===== config.mk =====
export PLATFORM = sky130hd
export DESIGN_NAME = addr_bus_sequencer
export DESIGN_NICKNAME = d
export VERILOG_FILES = /design/src/rtl/addr_bus_sequencer_pkg.sv /design/src/rtl/addr_bus_sequencer_arbiter.sv /design/src/rtl/addr_bus_sequencer.sv
export SDC_FILE = /design/constraint.sdc
export NUM_CORES = 1
export LEC_CHECK = 0
export CAP_MARGIN = 10
export CORE_UTILIZATION = 39
export CTS_CLUSTER_SIZE = 24
export DETAILED_ROUTE_END_ITERATION = 8
export PLACE_DENSITY = 0.74
export SLEW_MARGIN = 10
export SYNTH_ARGS = -nofsm -noshare
export SYNTH_HDL_FRONTEND = slang
export SYNTH_HIERARCHICAL = 1
export SYNTH_SLANG_ARGS = --single-unit

===== constraint.sdc =====
create_clock -name clk -period 3.38 [get_ports clk]
set_clock_uncertainty 0.2 [all_clocks]
set_input_delay 0.338 -clock clk [delete_from_list [all_inputs] [get_ports clk]]
set_output_delay 0.338 -clock clk [all_outputs]
set_load 0.02 [all_outputs]

===== src/rtl/addr_bus_sequencer_pkg.sv =====
// Shared definitions for the bus sequencer and the address ALU:
// FSM encoding, segment codes and address-ALU OP codes.
package addr_bus_sequencer_pkg;

  typedef enum logic [1:0] {
    ST_IDLE   = 2'd0,
    ST_ADDR   = 2'd1,
    ST_ACCESS = 2'd2,
    ST_DONE   = 2'd3
  } bus_state_t;

  localparam logic [1:0] SEG_ES = 2'd0;
  localparam logic [1:0] SEG_CS = 2'd1;
  localparam logic [1:0] SEG_SS = 2'd2;
  localparam logic [1:0] SEG_DS = 2'd3;

  localparam logic [2:0] OP_FETCH = 3'd0;
  localparam logic [2:0] OP_MODE1 = 3'd1;
  localparam logic [2:0] OP_MODE2 = 3'd2;
  localparam logic [2:0] OP_MODE3 = 3'd3;
  localparam logic [2:0] OP_MODE4 = 3'd4;
  localparam logic [2:0] OP_MODE5 = 3'd5;

  // Modes outside 1..5 have no ALU meaning and fall back to mode 2.
  function automatic logic [2:0] norm_mode(input logic [2:0] mode);
    if (mode == 3'd0 || mode > OP_MODE5) return OP_MODE2;
    return mode;
  endfunction

endpackage


===== src/rtl/addr_bus_sequencer_arbiter.sv =====
// Fetch/EU arbiter: EU has priority, but a pending fetch wins once
// STARVE_MAX consecutive EU grants have gone by while it waited.
module fetch_eu_arbiter #(
  parameter int STARVE_MAX = 2
) (
  input  logic clk,
  input  logic rst,
  input  logic grant_en,
  input  logic fetch_req,
  input  logic eu_req,
  output logic grant_fetch,
  output logic grant_eu
);

  localparam int CW = $clog2(STARVE_MAX + 2);

  logic [CW-1:0] starve_cnt;
  logic          starved;

  assign starved = fetch_req && (starve_cnt >= CW'(STARVE_MAX));

  always_comb begin
    grant_eu    = grant_en && eu_req && !starved;
    grant_fetch = grant_en && fetch_req && !grant_eu;
  end

  // An EU grant with no fetch waiting breaks the consecutive run.
  always_ff @(posedge clk or posedge rst) begin
    if (rst) begin
      starve_cnt <= '0;
    end else if (grant_fetch) begin
      starve_cnt <= '0;
    end else if (grant_eu) begin
      if (!fetch_req) starve_cnt <= '0;
      else if (starve_cnt < CW'(STARVE_MAX)) starve_cnt <= starve_cnt + CW'(1);
    end
  end

endmodule


===== src/rtl/addr_bus_sequencer.sv =====
// Bus sequencer: arbitrates instruction fetch against EU data accesses,
// drives the address ALU, and runs one memory access at a time.
module addr_bus_sequencer
  import addr_bus_sequencer_pkg::*;
#(
  parameter int TIMEOUT    = 15,
  parameter int STARVE_MAX = 2
) (
  input  logic        clk,
  input  logic        rst,
  input  logic        fetch_req,
  output logic        fetch_ack,
  output logic [15:0] fetch_data,
  output logic        ip_inc,
  input  logic        eu_req,
  input  logic        eu_we,
  input  logic [2:0]  eu_mode,
  input  logic [1:0]  eu_seg,
  input  logic [15:0] eu_wdata,
  output logic        eu_ack,
  output logic [15:0] eu_rdata,
  output logic        err,
  output logic [2:0]  alu_op,
  output logic [1:0]  seg_sel,
  input  logic [19:0] alu_dir,
  output logic [19:0] mem_addr,
  output logic        mem_rd,
  output logic        mem_wr,
  output logic [15:0] mem_wdata,
  input  logic [15:0] mem_rdata,
  input  logic        mem_ready
);

  localparam int WW = $clog2(TIMEOUT + 1);

  bus_state_t    state, state_next;
  logic          grant_fetch, grant_eu;
  logic          gnt_fetch, gnt_we;
  logic          timed_out;
  logic [WW-1:0] wait_cnt;
  logic          wait_expired;

  fetch_eu_arbiter #(
    .STARVE_MAX (STARVE_MAX)
  ) u_arbiter (
    .clk         (clk),
    .rst         (rst),
    .grant_en    (state == ST_IDLE),
    .fetch_req   (fetch_req),
    .eu_req      (eu_req),
    .grant_fetch (grant_fetch),
    .grant_eu    (grant_eu)
  );

  // This ACCESS cycle is the TIMEOUT-th one without mem_ready.
  assign wait_expired = !mem_ready && (wait_cnt == WW'(TIMEOUT - 1));

  always_ff @(posedge clk or posedge rst) begin
    if (rst) state <= ST_IDLE;
    else     state <= state_next;
  end

  always_comb begin
    state_next = state;
    mem_rd     = 1'b0;
    mem_wr     = 1'b0;
    fetch_ack  = 1'b0;
    eu_ack     = 1'b0;
    err        = 1'b0;
    ip_inc     = 1'b0;
    case (state)
      ST_IDLE: begin
        if (grant_fetch || grant_eu) state_next = ST_ADDR;
      end
      ST_ADDR: begin
        state_next = ST_ACCESS;
      end
      ST_ACCESS: begin
        mem_rd = !gnt_we;
        mem_wr = gnt_we;
        if (mem_ready || wait_expired) state_next = ST_DONE;
      end
      ST_DONE: begin
        fetch_ack  = gnt_fetch;
        eu_ack     = !gnt_fetch;
        err        = timed_out;
        ip_inc     = gnt_fetch && !timed_out;
        state_next = ST_IDLE;
      end
      default: state_next = ST_IDLE;
    endcase
  end

  // alu_op/seg_sel are loaded at the grant edge so they are stable
  // throughout ADDR, and simply hold afterwards.
  always_ff @(posedge clk or posedge rst) begin
    if (rst) begin
      gnt_fetch  <= 1'b0;
      gnt_we     <= 1'b0;
      timed_out  <= 1'b0;
      wait_cnt   <= '0;
      alu_op     <= '0;
      seg_sel    <= '0;
      mem_addr   <= '0;
      mem_wdata  <= '0;
      fetch_data <= '0;
      eu_rdata   <= '0;
    end else begin
      case (state)
        ST_IDLE: begin
          if (grant_fetch) begin
            gnt_fetch <= 1'b1;
            gnt_we    <= 1'b0;
            alu_op    <= OP_FETCH;
            seg_sel   <= SEG_CS;
            timed_out <= 1'b0;
            wait_cnt  <= '0;
          end else if (grant_eu) begin
            gnt_fetch <= 1'b0;
            gnt_we    <= eu_we;
            alu_op    <= norm_mode(eu_mode);
            seg_sel   <= eu_seg;
            mem_wdata <= eu_wdata;
            timed_out <= 1'b0;
            wait_cnt  <= '0;
          end
        end
        ST_ADDR: begin
          mem_addr <= alu_dir;
        end
        ST_ACCESS: begin
          if (mem_ready) begin
            if (gnt_fetch)    fetch_data <= mem_rdata;
            else if (!gnt_we) eu_rdata   <= mem_rdata;
          end else begin
            wait_cnt <= wait_cnt + WW'(1);
            if (wait_expired) timed_out <= 1'b1;
          end
        end
        default: ;
      endcase
    end
  end

endmodule


======== Yosys cells after proc, flatten, opt, wreduce, memory -nomap -nowiden ========
Index checks and enable logic that the tools add are counted.
cells by class
  bitwise logic cells ..................... 3
  $add $sub $neg .......................... 2
  muxes and demuxes ....................... 35
  reduce and logical (&&, ||, !) cells .... 28
  $lt $le $gt $ge ......................... 3
  equal/unequal tests ..................... 10
operator list
  kind                   count
  $mux W1                17
  $mux W2                8
  $mux W3                4
  $mux W4                3
  $reduce_and A3 Y1      3
  $ne A2 B2 Y1 const B   4
  $pmux W2 S4            1
  $pmux W4 S2            1
  $reduce_and A4 Y1      2
  $logic_and A1 B1 Y1    7
  $logic_not A1 Y1       6
  $reduce_and A2 Y1      3
  $add A4 B1 Y4 const B  1
  $eq A2 B2 Y1 const B   2
  $eq A4 B4 Y1 const B   1
  $reduce_bool A2 Y1     2
  $gt A3 B3 Y1 const B   1
  $logic_not A3 Y1       1
  $logic_or A1 B1 Y1     3
  $ne A3 B1 Y1 const B   1
  $ne A3 B3 Y1 const B   1
  $not A1 Y1             3
  $add A2 B1 Y2 const B  1
  $eq A2 B1 Y1 const B   1
  other kinds (4)        4
word-level totals
  output and inout bits ................... 79
  bits of input ports ..................... 63
  flip-flop bits (word level) ............. 84
  logic and storage cells ................. 93

======== Logic depth before layout (Yosys ltp) ========
  word-level depth ........................ 11
  gate-level depth with buffers ........... 8
  gate-level depth less buffers ........... 7

======== Cells and area by module ========
Netlist, hierarchy kept.
by module, submodules not included
  module              area an instance (um^2)  cells an instance  sequential area each (um^2)  instances
  addr_bus_sequencer  3331.9                   219                2052.0                       1
  fetch_eu_arbiter    136.4                    15                 50.0                         1

======== Worst setup path before layout ========
No wires, ideal clock.
  kind .................................... register to register
  start ................................... register state[0]
  end ..................................... register mem_wdata[0]
  period minus slack after synthesis ...... 2408 ps
  cell stages (with the launch flop) ...... 8
  required time ........................... 3055 ps
  path buffers ............................ 1
  slack ................................... 972 ps
  setup time .............................. 125 ps
  arrival ................................. 2084 ps
  cell sequence ........................... dfrtp_1 inv_1 ha_1 nand2_1 a21oi_1 nand3b_4 buf_2 mux2_2
on the way
  longest elaborated chain between the ends .. 7
  elaborated cells on any way between the ends .. 8
  classes of those cells .................. bitwise (1); reduce/logical (7)
ends and longest elaborated chain
  what                              RTL line                          text
  start, declared                   addr_bus_sequencer.sv:36          bus_state_t state, state_next;
  start signal, assigned            addr_bus_sequencer.sv:60          else state <= state_next;
  $logic_not A2 Y1 *                addr_bus_sequencer.sv:48          .grant_en (state == ST_IDLE),
  $logic_and A1 B1 Y1 (2 in a row)  addr_bus_sequencer_arbiter.sv:23  grant_eu = grant_en && eu_req && !starved;
  $logic_not A1 Y1                  addr_bus_sequencer_arbiter.sv:24  grant_fetch = grant_en && fetch_req && !grant_eu;
  $logic_and A1 B1 Y1 *             addr_bus_sequencer_arbiter.sv:24
  named net grant_fetch             addr_bus_sequencer.sv:37          logic grant_fetch, grant_eu;
  $not A1 Y1 (no line) *            n/a
  $reduce_and A3 Y1 (no line) *     n/a
  end signal, assigned              addr_bus_sequencer.sv:123         mem_wdata <= eu_wdata;
  end, declared                     addr_bus_sequencer.sv:29          output logic [15:0] mem_wdata,
Mark *: on every way through the listed nets, which the timed path passes. The rest lies on a longest branch.
A chain may end at the register's enable or synchronous reset.

======== Final worst setup path ========
  start ................................... register state[0]
  end ..................................... output port mem_wr
on the way
  longest elaborated chain between the ends .. 2
ends and longest elaborated chain
  what           RTL line                  text
  $eq A2 B2 Y1   addr_bus_sequencer.sv:71  case (state)
  $mux W1        addr_bus_sequencer.sv:71
  end, declared  addr_bus_sequencer.sv:28  output logic mem_wr,
No other way between the ends.

==> impl_metrics.yaml <==
outcome:
  status: "finished clean"
floorplan:
  start_util_pct: 40.0
  row_count: 34
  coreArea_mm2: 0.00868
  die_x_um: 96.3
  die_h_um: 96.3
  ios: 142
  dieArea_mm2: 0.00927
flow_run:
  drv_cap: 0
setup_path:
  worstSetupPathType: "flop to output pin"
  crit_buf_inv: 2
  reg2reg_from: "state[0]$_DFFE_PP0P_"
  worstPathCellList: "inv_1, ha_1, and2_1, clkdlybuf4s50_1"
  required_ns: 2.84
  arrival_ns: 2.10
  r2r-end: "wait_cnt[2]$_DFFE_PP0P_"
  r2r_slack_ns: 0.84
  cp_slowest_stage_delay_ns: 0.60
  path_max_fanout: 15
  critPathTopFamily: "buffers and inverters"
  reg2regPathDepth: 7
  critPathLaunchType: "flop"
  cp-end-kind: "output pin"
  crit_slowest_cell: "clkdlybuf4s50_1"
synthesis:
  synth-edff-count: 0
  async_reset_ff_share_pct: 100
  syn-cell-area_mm2: 0.00347
  synth_seq_area_share_pct: 60.6
  synth.avg_cell_area_um2: 14.8
  yosys_warnings: 6
  synth_top_flop_cell: "dfrtp_1"
  syn_nets: 305
  synthCells: 234
  synthDistinctLibCells: 37
  synth-seq-cells: 84
worst_hold_path:
  holdPathStages: 1
  hold_start: "alu_op[0]$_DFFE_PP0P_"
  hold_path_class: "flop to flop"
  hold_end: "alu_op[0]$_DFFE_PP0P_"
pwr:
  leakage_nw: 2.26
  p_per_area_mw_per_mm2: 968
  max-vdd-ir-drop_v: 0.000636
timing:
  fmax_ghz: 0.379
  rsz0062_at_grt: "no"
  worst_pin_slew_ns: 0.884
  period_share_pct: 78.0
  finalHoldViolCount: 0
  setup_violations: 0
  drv_slew: 0
  finalSetupTns_ns: 0
  period_needed_ns: 2.64
  relSlewSlack_pct: 41.1
clock_network:
  cts_tree: "done"
  path_clk_slew_ns: 0.08
  clock_latency_ns: 0.34
  cts_made_buffers: 9
  cts_buffer_depth: 2
  clock_sinks: 84
  clockRootBuffer: "clkbuf_8"
  h-tree-depth: 3
grt:
  track_usage_pct: 17.1
  grt_pass1_wl_um: 11700
  grt_start_max_net_pins: 46
  grt_pass1_vias: 2399
  antenna_found_initial: 0
  overflow: 0
placement:
  gp_congestion: 0.756
  port_buffers: 141
  place_inst: 477
  hpwlAfterDp_um: 5720
drt:
  wl_per_cell_um: 15.2
  ant_nets: 0
  firstDrtPassIters: 4
  routed_wl_um: 7520
  drt_iter0_drc: 71
  route.detailed.drc: 0
  vias: 2427
  viasPerCell: 4.91
final_layout:
  insertedDiodeCount: 0
  synthToLayoutAreaGrowth_pct: 50.6
  fillerInstances: 696
  drive_gt1_share_pct: 24.1
  nNetsFinal: 452
  stdcell_count: 494
==> timing repair <==
action                    4_1_cts  5_1_grt
hold buffers                    1        0
setup buffers                   0        0
gates resized for setup         0        0
hold endpoints to repair        2        0
==> worst max path at each step <==
stage          slack [ns]  cells after the start            startpoint                       to
6_report             0.74                      4  state[0]$_DFFE_PP0P_                   mem_wr
5_1_grt              0.61                      4  state[0]$_DFFE_PP0P_                   mem_rd
4_1_cts              0.73                      4  state[0]$_DFFE_PP0P_                   mem_wr
3_5_place_dp         0.82                      7  state[0]$_DFFE_PP0P_  wait_cnt[2]$_DFFE_PP0P_
3_3_place_gp         0.91                      4             mem_ready  eu_rdata[8]$_DFFE_PP0P_
2_1_floorplan        0.73                      1                   rst    alu_op[0]$_DFFE_PP0P_
==> cell type report <==
class,instances,area [um^2],area share (%)
clock buffer,11,151,2.90
clock inverter,5,65.1,1.25
inverter,9,35.0,0.671
multi-input combinational,134,1290,24.7
sequential,84,2100,40.2
tap,108,135,2.59
timing repair buffer,143,1440,27.6
==> cell usage in the layout, fill, tap and decap left out, drive strengths merged, types with 2 or more instances in the layout <==
cell	count
a21oi	2
a22o	5
a32o	3
and2	4
and3	2
clkbuf	11
clkdlybuf4s50	141
clkinv	2
dfrtp	84
ha	8
inv	11
mux2	69
nand2	7
nand3	2
nor2	5
nor2b	3
nor4b	3
o21ai	5
==> report_power, final <==
| part | leakage (nW) | total, mW | internal, mW | switching (mW) |
|---|---|---|---|---|
| clock network | 0.111 | 0.755 | 0.391 | 0.363 |
| registers | 1.02 | 1.76 | 1.49 | 0.275 |
| logic | 1.12 | 2.54 | 1.37 | 1.17 |
| total | 2.26 | 5.06 | 3.25 | 1.81 |
==> Yosys cell counts (all sizes together) (2+ instances only) <==
cell type  instances  area share [%]
nand3              2            0.43
nor2               5            0.54
dfrtp             84              61
mux2              69              22
a32o               3            0.87
nand2              7            0.76
inv                9            0.97
a22o               5             1.3
clkbuf             3            0.32
nor4b              3            0.76
a21oi              2            0.29
nor2b              3            0.54
ha                 8             2.9
buf                4            0.83
and2               4            0.72
o21ai              5            0.72
and3               2            0.36
==> worst register-to-register path, stage by stage (launching register included) <==
cell	delay (ns)
dfrtp_1	0.42
inv_1	0.12
ha_1	0.38
nand2_1	0.12
a21oi_1	0.40
nor3b_4	0.14
o21bai_1	0.26
a221o_1	0.38
==> per-layer routing <==
| layer | track usage (%) | up-vias | wire (um) |
|---|---|---|---|
| met5 | 0 | - | 0 |
| met1 | 20.6 | 1215 | 3070 |
| met4 | 7.84 | 0 | 144 |
| li1 | - | 1127 | - |
| met3 | 5.92 | 12 | 532 |
| met2 | 27.4 | 73 | 3770 |
==> registers in the layout (all words and copies together), names as in the netlist <==
name and flops:
mem_addr 20, eu_rdata 16, fetch_data 16, mem_wdata 16, wait_cnt 4, alu_op 3, seg_sel 2, state 2
u_arbiter/starve_cnt 2, gnt_fetch 1, gnt_we 1, timed_out 1
==> logic make-up after synthesis <==
group	after synthesis	synth area share, %
AOI/OAI and AO/OA	23	5.12
and+or+nand+nor	34	6.85
adders and majority gates	8	2.89
buffers and inverters	16	2.13
muxes	69	22.4
DFF	84	60.6
==> stage by stage <==
step	utilization, %	cell area (um^2)	total power [mW]	worst slack [ns]	hold slack (ns)
6_report	60.2	5220	5.06	0.743	0.300
5_1_grt	60.2	5220	5.35	0.608	0.329
4_1_cts	60.2	5220	5.12	0.729	0.304
3_5_place_dp	57.6	5000	4.35	0.824	0.284
3_3_place_gp	57.6	5000	4.29	0.910	0.270
2_1_floorplan	-	3470	3.16	0.734	-0.121
Note: power is estimated with default switching activity, not from simulation.
